[src/rtl/and_gate_p_pkg.sv]
// rtl/and_gate_p_pkg.sv - shared defaults and saturating-increment helper for and_gate_p
//
// Purpose : default parameter values for and_gate_p and the counter helper.
// Contents: DEF_WIDTH, DEF_CNT_WIDTH, MAX_CNT_WIDTH, sat_inc().

package and_gate_p_pkg;

  localparam int DEF_WIDTH     = 1;
  localparam int DEF_CNT_WIDTH = 8;

  // Widest counter the helper supports; callers zero-extend into it.
  localparam int MAX_CNT_WIDTH = 32;

  // Returns cnt + 1, clamped at max. The caller passes its own all-ones
  // value as max, so one helper serves every counter width.
  function automatic logic [MAX_CNT_WIDTH-1:0] sat_inc(
    input logic [MAX_CNT_WIDTH-1:0] cnt,
    input logic [MAX_CNT_WIDTH-1:0] max
  );
    return (cnt >= max) ? cnt : cnt + MAX_CNT_WIDTH'(1);
  endfunction

endpackage

[src/rtl/and_gate_p_edge.sv]
// rtl/and_gate_p_edge.sv - one-bit registered shadow with rise/fall edge pulses
//
// Purpose: registers d and flags 0->1 / 1->0 transitions of d relative to
//          the previously registered value.
// Ports  : clk  - rising-edge clock
//          rst  - asynchronous active-high reset (clears q, rise, fall)
//          d    - bit to track
//          q    - d delayed by one clock
//          rise - one-cycle pulse when d goes 0->1
//          fall - one-cycle pulse when d goes 1->0

module and_gate_p_edge (
  input  logic clk,
  input  logic rst,
  input  logic d,
  output logic q,
  output logic rise,
  output logic fall
);

  // q doubles as the previous-value register, so the first edge after reset
  // compares d against 0: a high d gives a rise pulse, fall cannot assert.
  always_ff @(posedge clk or posedge rst) begin
    if (rst) begin
      q    <= 1'b0;
      rise <= 1'b0;
      fall <= 1'b0;
    end else begin
      q    <= d;
      rise <= d & ~q;
      fall <= ~d & q;
    end
  end

endmodule

[src/rtl/and_gate_p.sv]
// rtl/and_gate_p.sv - bitwise AND gate with registered shadow, edge pulses and all-ones counter
//
// Purpose: c = a & b combinationally (valid with no clock and during reset);
//          the clocked side keeps a registered copy, per-bit edge pulses and
//          a saturating count of cycles where every bit of c is 1.
// Ports  : clk    - rising-edge clock
//          rst    - asynchronous active-high reset for all registers
//          a, b   - operands, WIDTH bits
//          c      - a & b, WIDTH bits, zero latency
//          c_q    - c registered, WIDTH bits
//          c_rise - per-bit 0->1 pulse of c, WIDTH bits
//          c_fall - per-bit 1->0 pulse of c, WIDTH bits
//          hi_cnt - saturating count of cycles with &c == 1, CNT_WIDTH bits

module and_gate_p
  import and_gate_p_pkg::*;
#(
  parameter int WIDTH     = DEF_WIDTH,
  parameter int CNT_WIDTH = DEF_CNT_WIDTH
) (
  input  logic                 clk,
  input  logic                 rst,
  input  logic [WIDTH-1:0]     a,
  input  logic [WIDTH-1:0]     b,
  output logic [WIDTH-1:0]     c,
  output logic [WIDTH-1:0]     c_q,
  output logic [WIDTH-1:0]     c_rise,
  output logic [WIDTH-1:0]     c_fall,
  output logic [CNT_WIDTH-1:0] hi_cnt
);

  localparam logic [CNT_WIDTH-1:0] CNT_MAX = '1;

  // Plain continuous assign keeps c independent of clk and rst and lets
  // X/Z propagate with ordinary & semantics.
  assign c = a & b;

  for (genvar i = 0; i < WIDTH; i++) begin : g_bit
    and_gate_p_edge u_edge (
      .clk  (clk),
      .rst  (rst),
      .d    (c[i]),
      .q    (c_q[i]),
      .rise (c_rise[i]),
      .fall (c_fall[i])
    );
  end

  // Only rst clears the counter; it sticks at all-ones once reached.
  always_ff @(posedge clk or posedge rst) begin
    if (rst) begin
      hi_cnt <= '0;
    end else if (&c) begin
      hi_cnt <= CNT_WIDTH'(sat_inc(MAX_CNT_WIDTH'(hi_cnt), MAX_CNT_WIDTH'(CNT_MAX)));
    end
  end

endmodule

[config.mk]
export PLATFORM = sky130hd
export DESIGN_NAME = and_gate_p
export DESIGN_NICKNAME = d
export VERILOG_FILES = /design/src/rtl/and_gate_p_pkg.sv /design/src/rtl/and_gate_p_edge.sv /design/src/rtl/and_gate_p.sv
export SDC_FILE = /design/constraint.sdc
export NUM_CORES = 1
export LEC_CHECK = 0
export BUFFER_PORTS_ARGS = -buffer_cell sky130_fd_sc_hd__buf_4
export CAP_MARGIN = 20
export CORE_AREA = 2 2 39 41
export CTS_CLUSTER_SIZE = 12
export DETAILED_ROUTE_END_ITERATION = 10
export DIE_AREA = 0 0 41 43
export MAX_ROUTING_LAYER = met4
export PLACE_DENSITY_LB_ADDON = 0.12
export SLEW_MARGIN = 10
export SYNTH_ARGS = -nofsm -noshare
export SYNTH_HDL_FRONTEND = slang
export SYNTH_SLANG_ARGS = --single-unit
export TNS_END_PERCENT = 5
[constraint.sdc]
create_clock -name clk -period 2.5 [get_ports clk]
set_input_delay 0.5 -clock clk [delete_from_list [all_inputs] [get_ports clk]]
set_output_delay 0.5 -clock clk [all_outputs]
set_load 0.03 [all_outputs]
### After elaboration in Yosys (flattened, before gate mapping)

Cells that the tools add are included.
W data, S select, Z words.

* logic and storage cells: 13
* flip-flop bits (word level): 11
* output and inout bits: 12
* input bits: 4

* $lt $le $gt $ge: 1
* reductions and logical operators: 1
* add/sub/neg operators: 1
* bitwise gates (word level): 6

Operators with widths (count)
* $add A8 B1 Y8 const B: 1
* $ge A8 B8 Y1 const B: 1
* $and A1 B1 Y1: 3
* $not A1 Y1: 3
* $reduce_and A2 Y1: 1

### Logic depth before layout (Yosys ltp)

Gate-level depths: netlist of run 1.

* word-level depth: 3
* mapped depth: 5
* gate-level depth less buffers: 5

### Modules after synthesis

A second synthesis of run 1 with hierarchy kept.

* cell total of the unflattened synthesis: 42
* area total of the unflattened synthesis: 508.0 um^2

By module, submodules not included
* and_gate_p: area an instance 414.1 um^2, cells each 36, instances 1
* and_gate_p_edge: area an instance 93.8 um^2, cells each 6, instances 1

### Least setup slack after synthesis of run 1

Ideal clock, no wire load.

* kind: register to register
* start: reg hi_cnt[0]
* end: reg hi_cnt[6]
* data arrival time: 1.433 ns
* stages on the path, launching flop included: 6
* period minus slack after synthesis: 1.558 ns
* required time: 2.375 ns
* path slack: 0.942 ns
* path through: dfrtp_1 ha_1 nand2_1 nor2_2 nand4_1 mux2_2

* longest elaborated chain between the ends: 3

RTL lines
* from (decl): RTL line and_gate_p.sv:29 `output logic [CNT_WIDTH-1:0] hi_cnt`
* from (signal assigned): RTL line and_gate_p.sv:54 `hi_cnt <= CNT_WIDTH'(sat_inc(MAX_CNT_WIDTH'(hi_cnt), MAX_CNT_WIDTH'(CNT_MAX)));`
* $ge A8 B8 Y1: RTL line and_gate_p_pkg.sv:20 `return (cnt >= max) ? cnt : cnt + MAX_CNT_WIDTH'(1);`
* $not A1 Y1 (no source line)
* $reduce_and A2 Y1 (no source line)

Parallel ways exist; a longest one is shown, timed or not.
A chain may end at the register's enable or synchronous reset.

### Final worst setup path of run 1

* start: in a
* end: out c

* longest elaborated chain between the ends: 1

RTL lines
* from (decl): RTL line and_gate_p.sv:23 `input logic [WIDTH-1:0] a,`
* $and A1 B1 Y1: RTL line and_gate_p.sv:36 `assign c = a & b;`
* to (decl): RTL line and_gate_p.sv:25 `output logic [WIDTH-1:0] c,`

No other way between the ends.

==> results of run 1 <==
[through the flow]
step,std cells,hold slack (ns),total power [mW]
6_report,76,0.2216,0.7094
3_3_place_gp,72,0.4417,0.5969
5_1_grt,76,0.2459,0.7543
3_5_place_dp,72,0.4359,0.5975
4_1_cts,76,0.2398,0.7208
2_1_floorplan,41,0.3524,0.4867
[routing by layer]
layer | vias up | track usage | share of wire
met2 | 11 | 0.1844 | 0.49
met3 | 4 | 0.03141 | 0.070
met5 | - | - | 0
li1 | 176 | - | -
met1 | 170 | 0.1438 | 0.42
met4 | 0 | 0.08000 | 0.018
[registers in the layout, summed over array words and instances (netlist names)]
| name | cells |
|---|---|
| g_bit.u_edge.fall | 1 |
| g_bit.u_edge.rise | 1 |
| g_bit.u_edge.q | 1 |
| hi_cnt | 8 |
[critical path: cells and delay by family]
family	cells	cell delay (ns)
AND/OR/NAND/NOR	1	0.14
buffers and inverters	3	0.42
[cell usage after synthesis, drive strengths merged]
| cell | number | area [um^2] |
|---|---|---|
| dfrtp | 11 | 275.3 |
| nand2 | 5 | 26.27 |
| xnor2 | 5 | 43.79 |
| nand3 | 4 | 20.02 |
| nand4 | 3 | 33.78 |
| nor2 | 3 | 13.77 |
| a21oi | 2 | 10.01 |
| inv | 2 | 7.510 |
| mux2 | 2 | 26.27 |
| and2 | 1 | 6.260 |
| and4 | 1 | 11.26 |
| ha | 1 | 12.51 |
| nand2b | 1 | 6.260 |
[path summary, 6_finish.rpt]
path	start	endpoint	slack, ns	depth (start not counted)
worst max-delay path	a	c	0.95	4
worst min-delay path	rst	g_bit[0].u_edge.fall	0.22	2
worst max register to register	hi_cnt[0]	hi_cnt[6]	1.05	5
worst min register to register	g_bit[0].u_edge.q	g_bit[0].u_edge.rise	0.44	1
max in group asynchronous	rst	hi_cnt[0]	1.99	2
min in group clk	g_bit[0].u_edge.q	g_bit[0].u_edge.rise	0.44	1
[cell usage in the layout (no fill, tap or decap), types with 2 or more instances in the layout]
cell	n
nor2_1	2
inv_1	2
nand4_1	2
a21oi_1	2
dfrtp_1	11
nand3_1	4
xnor2_1	5
buf_4	15
nand2_1	4
clkbuf_4	3
[cell families after synthesis]
family                   count (synthesis)
AND/OR/NAND/NOR                         18
flip-flops                              11
XOR/XNOR                                 5
AO/OA/AOI/OAI                            2
buffers and inverters                    2
multiplexers                             2
adder cells (fa/ha/maj)                  1
[power by group]
| part | total [mW] | switching [mW] | internal, mW |
|---|---|---|---|
| registers | 0.298 | 0.0691 | 0.229 |
| clock network | 0.119 | 0.0571 | 0.0617 |
| logic | 0.293 | 0.171 | 0.122 |
[cell type report]
type | count | area share
clock buffers | 4 | 0.04031
inverters | 2 | 0.01152
multi-input cells | 28 | 0.3225
flip-flops and latches | 11 | 0.4223
well taps | 16 | 0.03071
repair buffers | 15 | 0.1727
==> results.py, run 1 <==
metrics = {
    "floorplan": {
        "coreArea_mm2": 0.001384,
        "start_util": 0.3562,
        "die_h_um": 43,
        "pin_count": 16,
        "die_area_mm2": 0.001763,
        "die_w_um": 41,
        "core.rowCount": 14,
    },
    "timing": {
        "rsz0062_at_grt": "false",
        "setup_viol": 0,
        "fin_tns_setup_ns": 0,
        "fmax_mhz": 643.5,
        "worst_pin_slew_ns": 0.4129,
        "finalClockSkew_ns": 0.002134,
        "period_needed_ns": 1.554,
        "report.final.hold_viol_count": 0,
        "max-slew-margin-rel": 0.7244,
        "fin_ws_ns": 0.9460,
        "slew_viol_final": 0,
        "fin_crit_sh": 0.6216,
    },
    "logic_synthesis": {
        "yosysSeqAreaShare": 0.5584,
        "syn_nets": 46,
        "syn_avg_cell_area_um2": 12.02,
        "synth_compound_area_frac": 0.02030,
        "synth_xor_area_frac": 0.08883,
        "yosysWarnings": 0,
        "synth.mux.area_fraction": 0.05330,
        "synthAdderAreaFrac": 0.02538,
        "synth_top_family_by_area": "simple AND/OR/NAND/NOR gates",
        "synthCells": 41,
        "ys_ff_latch": 11,
        "yosys.area_share.simple": 0.2386,
        "synthesis.area_um2": 493.0,
        "yosys.cell_types.count": 17,
    },
    "run_status": {
        "status": "completed",
    },
    "clock_tree": {
        "clock_latency_ns": 0.27,
        "clkTransAtPathRegs_ns": 0.07,
        "clock_sinks": 11,
        "cts-root-buf": "clkbuf_4",
        "postCtsSetupBuffers": 0,
        "ctsHtreeMaxLevel": 1,
        "cts_resized": 0,
        "hold_buffers": 0,
        "clockBufferDepth": 2,
        "cts_buffers": 3,
        "cts_tree": "built",
    },
    "global_route": {
        "grt_pass1_vias": 337,
        "grt_max_degree": 12,
        "gr-total-overflow": 0,
        "grt_pass1_wl_um": 1414,
        "antenna_found_initial": 0,
        "grt_use_total": 0.1250,
    },
    "layout": {
        "fill_cells": 138,
        "multi_input_area_um2": 210.2,
        "finish.utilization": 0.4711,
        "fin_nets": 66,
        "layout.area.seq_um2": 275.3,
        "n_antenna_cell": 0,
        "layout-drive-gt1-share": 0.4000,
        "syn_to_final_growth_pct": 32.23,
        "finalInstanceArea_um2": 651.9,
    },
    "placement": {
        "dp_slack_ns": 0.9413,
        "placed_area_um2": 625.6,
        "port_buffers": 15,
        "hpwlAfterDp_um": 669.3,
        "gp_congestion": 0.7527,
    },
    "job": {
        "cap_violations": 0,
    },
    "setup_path": {
        "slowest_delay_ns": 0.19,
        "cp.required_ns": 2.00,
        "cp.arrival_ns": 1.05,
        "cp-end-kind": "primary output",
        "path_cells": "buf_4 > nand2_1 > inv_1 > buf_4",
        "cp_slowest_cell": "buf_4",
        "cp_common_cell": "buf_4",
        "cp-start-kind": "input port",
        "critPathKind": "input port to primary output",
        "critPathMaxFanout": 5,
    },
    "route": {
        "vias_per_cell": 4.750,
        "wl_um": 875,
        "drc": 0,
        "drtAntennaViolNets": 0,
        "drt_iter0_drc": 0,
        "first_pass_iters": 1,
        "wl_per_cell_um": 11.51,
        "vias": 361,
    },
    "power_and_ir_drop": {
        "vdd_drop_max_mv": 0.5671,
        "power.density_mw_per_mm2": 1088,
        "p_leak_nw": 0.3111,
    },
    "worst_hold_path": {
        "hold_class": "input port to async pin",
    },
}
Power figures use the tool's default switching activity.
==> run 2, diff against run 1 <==
Settings changed: ABC_AREA set to 1.
Clock period 2.5 ns to 1.5 ns, I/O delays scaled along.
==> results.py, run 2 <==
metrics = {
    "placement": {
        "port_buffers": 15,
        "gp_congestion": 0.7667,
        "placed_area_um2": 718.2,
        "dp.cells": 105,
        "hpwlAfterDp_um": 851.2,
    },
    "route": {
        "wl_per_cell_um": 10.28,
        "first_pass_iters": 4,
        "vias": 525,
        "dr_wl_met2_um": 531,
        "wl_met3_um": 41,
        "wl_um": 1120,
        "drc": 0,
        "maxUsedRoutingLayer": "met4",
        "drtAntennaViolNets": 0,
        "vias_per_cell": 4.817,
        "drt-met1-wl_um": 515,
        "drt_iter0_drc": 3,
    },
    "clock_tree": {
        "cts_tree": "built",
        "hold_buffers": 0,
        "clock_latency_ns": 0.27,
        "clkTransAtPathRegs_ns": 0.07,
        "cts-root-buf": "clkbuf_4",
        "cts_resized": 0,
        "cts_buffers": 3,
        "ctsHtreeMaxLevel": 1,
        "clock_sinks": 11,
        "clockBufferDepth": 2,
        "postCtsSetupBuffers": 0,
    },
    "logic_synthesis": {
        "synthCells": 75,
        "ys_top_cells_by_count": "23 x nand2_1, 11 x dfrtp_1, 9 x inv_1, 8 x nand3_1, 6 x nor2_1",
        "synthArstFlopShare": 1.000,
        "yosysTopAreaCellShare": 0.4661,
        "syn_nets": 80,
        "synth_area_leaders": "dfrtp_1 47%, nand2_1 15%, nand3_1 6.8%, inv_1 5.7%, nand2_4 3.8%",
        "synth-edff-count": 0,
        "syn_avg_cell_area_um2": 7.874,
        "yosysSeqAreaShare": 0.4661,
        "ys_ff_latch": 11,
        "yosys.cell_types.count": 19,
        "synth_flop_cell": "dfrtp_1",
        "synthesis.area_um2": 590.6,
        "yosysWarnings": 0,
        "synth_most_common_cell": "nand2_1",
        "synth_area_leader_cell": "dfrtp_1",
    },
    "setup_path": {
        "cp_slowest_cell": "dfrtp_1",
        "crit_buf_inv": 1,
        "path_cells": "ha_1 > clkinv_2 > nor2_2 > nand2_4 > nand2_4 > nand2_1 > o21ai_2",
        "worstRegToRegCells": 7,
        "path_depth": 7,
        "cp-end-kind": "flop",
        "cp-start-kind": "flop",
        "slowest_delay_ns": 0.43,
        "path_delay_family": "simple AND/OR/NAND/NOR gates",
        "critPathKind": "flop to flop",
        "cp_common_cell": "nand2_4",
        "cp.required_ns": 1.70,
        "r2r_end": "hi_cnt[2]",
        "r2r-start": "hi_cnt[0]",
        "reg2reg_slack_ns": 0.14,
        "critPathMaxFanout": 7,
        "cp.arrival_ns": 1.56,
    },
    "floorplan": {
        "core.rowCount": 14,
        "start_util": 0.4268,
        "coreArea_mm2": 0.001384,
        "die_area_mm2": 0.001763,
        "die_w_um": 41,
        "die_h_um": 43,
        "pin_count": 16,
    },
    "layout": {
        "finalInstanceArea_um2": 744.5,
        "top_register": "hi_cnt",
        "layout_common_cells": "23 x nand2_1, 15 x buf_4, 11 x dfrtp_1",
        "finish.utilization": 0.5380,
        "fin_nets": 99,
        "syn_to_final_growth_pct": 26.06,
        "stdcell_count": 109,
        "n_antenna_cell": 0,
        "layout_commonest_cell": "nand2_1",
        "layout-drive-gt1-share": 0.2903,
        "largest_register_ff_count": 8,
    },
    "timing": {
        "fmax_mhz": 737.5,
        "report.final.hold_viol_count": 0,
        "period_needed_ns": 1.356,
        "max-slew-margin-rel": 0.7133,
        "slew_viol_final": 0,
        "worst_pin_slew_ns": 0.4296,
        "setup_viol": 0,
        "fin_crit_sh": 0.9040,
        "rsz0062_at_grt": "false",
        "finalClockSkew_ns": 0.003424,
        "fin_tns_setup_ns": 0,
    },
    "job": {
        "cap_violations": 0,
    },
    "global_route": {
        "antenna_found_initial": 0,
        "grt_pass1_wl_um": 1897,
        "gr-total-overflow": 0,
        "grt_use_total": 0.1653,
        "grt_max_degree": 12,
        "grt_pass1_vias": 448,
    },
    "power_and_ir_drop": {
        "power_mw": 1.018,
        "power.density_mw_per_mm2": 1367,
        "p_leak_nw": 0.3873,
        "vdd_drop_max_mv": 0.8087,
    },
    "run_status": {
        "status": "completed",
    },
    "worst_hold_path": {
        "hold_class": "input port to async pin",
    },
}
-- run 2: cell types whose count changed after synthesis, sizes merged, moves of 4 or more --
cell,before,now
nand2,5,27
inv,2,10
nor2,3,8
nand3,4,8
xnor2,5,1
-- run 2: how the worst max path moves through the flow --
stage	slack, ns	from	end
2_1_floorplan	0.06	hi_cnt[0]	hi_cnt[3]
3_3_place_gp	0.18	hi_cnt[0]	hi_cnt[3]
3_5_place_dp	0.16	hi_cnt[0]	hi_cnt[2]
4_1_cts	0.14	hi_cnt[0]	hi_cnt[2]
5_1_grt	0.006	hi_cnt[0]	hi_cnt[2]
6_report	0.14	hi_cnt[0]	hi_cnt[2]
-- run 2: worst register-to-register path, cell delays in order (launching register included) --
cell      delay (ns)
dfrtp_1         0.43
ha_1            0.29
clkinv_2        0.08
nor2_2          0.17
nand2_4         0.10
nand2_4         0.10
nand2_1         0.07
o21ai_2         0.06
-- run 2: kinds of logic (layout without fill, tap and decap cells) --
logic type | count (synthesis) | in the layout | share of synthesized area
simple gates | 48 | 48 | 0.3941
buf+inv | 12 | 30 | 0.08048
compound gates | 2 | 2 | 0.02330
flops | 11 | 11 | 0.4661
xor+xnor | 1 | 1 | 0.01483
fa+ha+maj | 1 | 1 | 0.02118
-- run 2: stage by stage --
stage	worst slack, ns	hold WS, ns
global route	0.006426	0.07670
finish	0.1440	0.01988
floorplan	0.05844	0.1524
global placement	0.1846	0.3301
detailed placement	0.1624	0.3321
CTS	0.1381	0.04007
-- run 2: layout make-up --
type	count	area (um^2)
clock buffers	4	26.28
fillers	135	639.4
inverters	11	42.54
multi-input cells	52	267.8
flip-flops and latches	11	275.3
well taps	16	20.02
repair buffers	15	112.6
-- run 2: routing by layer --
| layer | GRT usage | up-vias |
|---|---|---|
| met5 | - | - |
| met4 | 0.1200 | 0 |
| met3 | 0.03141 | 4 |
| met2 | 0.2281 | 9 |
| met1 | 0.2060 | 236 |
| li1 | - | 276 |
-- run 2: power by group --
group	internal (mW)	switching [mW]	total, mW
sequential	0.349	0.0927	0.442
clock	0.103	0.103	0.206
combinational	0.144	0.226	0.369
total	0.596	0.422	1.02
==> run 3, diff against run 2 <==
Settings changed: SETUP_SLACK_MARGIN set to 0.3.
==> results.py, run 3 (synthesized netlist as in run 2, its figures left out) <==
metrics = {
    "run_status": {
        "status": "completed",
    },
    "clock_tree": {
        "ctsHtreeMaxLevel": 1,
        "clkTransAtPathRegs_ns": 0.07,
        "cts_buffers": 3,
        "clockBufferDepth": 2,
        "cts-root-buf": "clkbuf_4",
        "hold_buffers": 0,
        "clock_latency_ns": 0.28,
        "clock_sinks": 11,
        "cts_tree": "built",
    },
    "layout": {
        "top_register": "hi_cnt",
        "finalInstanceArea_um2": 812.0,
        "fin_nets": 103,
        "stdcell_count": 113,
        "n_antenna_cell": 0,
        "layout_common_cells": "23 x nand2_1, 18 x buf_4, 9 x inv_1",
        "layout_commonest_cell": "nand2_1",
        "layout-drive-gt1-share": 0.3814,
        "finish.utilization": 0.5868,
        "fill_cells": 124,
        "largest_register_ff_count": 8,
        "syn_to_final_growth_pct": 37.50,
    },
    "floorplan": {
        "pin_count": 16,
        "die_area_mm2": 0.001763,
        "core.rowCount": 14,
        "start_util": 0.4268,
        "die_w_um": 41,
        "die_h_um": 43,
        "coreArea_mm2": 0.001384,
    },
    "global_route": {
        "antenna_found_initial": 0,
        "grt_pass1_vias": 440,
        "grt_max_degree": 12,
        "grt_pass1_wl_um": 1863,
        "grt_use_total": 0.1625,
        "gr-total-overflow": 0,
    },
    "timing": {
        "finalClockSkew_ns": 0.002698,
        "worst_pin_slew_ns": 0.4254,
        "fmax_mhz": 820.0,
        "rsz0062_at_grt": "true",
        "holdWs_ns": 0.01255,
        "fin_tns_setup_ns": 0,
        "fin_ws_ns": 0.2805,
        "max-slew-margin-rel": 0.7161,
        "report.final.hold_viol_count": 0,
        "slew_viol_final": 0,
        "setup_viol": 0,
        "fin_crit_sh": 0.8130,
        "period_needed_ns": 1.219,
    },
    "job": {
        "cap_violations": 0,
    },
    "setup_path": {
        "path_delay_family": "flip-flops",
        "slowest_delay_ns": 0.46,
        "critPathMaxFanout": 6,
        "path_cells": "buf_4",
        "cp_slowest_cell": "dfrtp_2",
        "reg2reg_slack_ns": 0.33,
        "cp-end-kind": "primary output",
        "r2r-start": "hi_cnt[0]",
        "crit_buf_inv": 1,
        "critPathKind": "flop to primary output",
        "cp-start-kind": "flop",
        "cp.required_ns": 1.20,
        "cp.arrival_ns": 0.92,
        "worstRegToRegCells": 7,
        "r2r_end": "hi_cnt[2]",
    },
    "placement": {
        "dp.cells": 105,
        "hpwlAfterDp_um": 882.5,
        "gp_congestion": 0.7794,
        "placed_area_um2": 740.7,
        "dp_slack_ns": 0.3308,
        "port_buffers": 15,
    },
    "route": {
        "drc": 0,
        "first_pass_iters": 4,
        "wl_per_cell_um": 10.63,
        "vias": 548,
        "vias_per_cell": 4.850,
        "drt_iter0_drc": 7,
        "drtAntennaViolNets": 0,
        "wl_um": 1201,
    },
    "power_and_ir_drop": {
        "p_leak_nw": 0.4102,
        "power.density_mw_per_mm2": 1440,
        "power_mw": 1.169,
        "vdd_drop_max_mv": 0.7746,
    },
    "worst_hold_path": {
        "hold_class": "input port to async pin",
    },
}
[run 3: repair_timing]
item,in CTS,in global routing
setup buffers,2,2
gates resized for setup,0,1
setup endpoints to repair,4,12
pin swaps,0,6
[run 3: cell type report]
type                       count  area, um^2  area share
sequential                    11       280.3      0.3451
multi-input combinational     52       285.3      0.3513
clock inverter                 1       5.005    0.006163
timing repair buffer          19       155.1      0.1911
clock buffer                   3       22.52     0.02773
inverter                      11       43.79     0.05393
tap                           16       20.02     0.02465
[run 3: worst register-to-register path, stage by stage, from the launching register on]
cell     delay, ns
dfrtp_2       0.43
ha_4          0.19
inv_4         0.04
nor2_4        0.12
nand2_4       0.09
nand2_4       0.11
nand2_1       0.07
o21ai_2       0.06
[run 3: layer usage]
metal	vias up	wire length (um)	GRT usage
li1	278	-	-
met1	252	521	0.2040
met2	13	591	0.2313
met3	5	52	0.03141
met4	0	35	0.1000
met5	-	0	-
[run 3: worst max-delay path by stage]
stage / slack (ns) / endpoint / start / depth (start not counted)
final: 0.28 / hi_cnt[0] / hi_cnt[0] / 1
after global routing: 0.26 / hi_cnt[0] / hi_cnt[0] / 1
after CTS: 0.27 / hi_cnt[3] / hi_cnt[3] / 1
after detailed placement: 0.33 / hi_cnt[2] / hi_cnt[1] / 7
after global placement: 0.35 / hi_cnt[2] / hi_cnt[1] / 7
after floorplan: 0.31 / hi_cnt[2] / hi_cnt[4] / 6
[run 3: power by group]
| part | switching [mW] | internal [mW] | total (mW) |
|---|---|---|---|
| Sequential | 0.0828 | 0.358 | 0.441 |
| Combinational | 0.276 | 0.243 | 0.520 |
| Clock | 0.109 | 0.0990 | 0.208 |
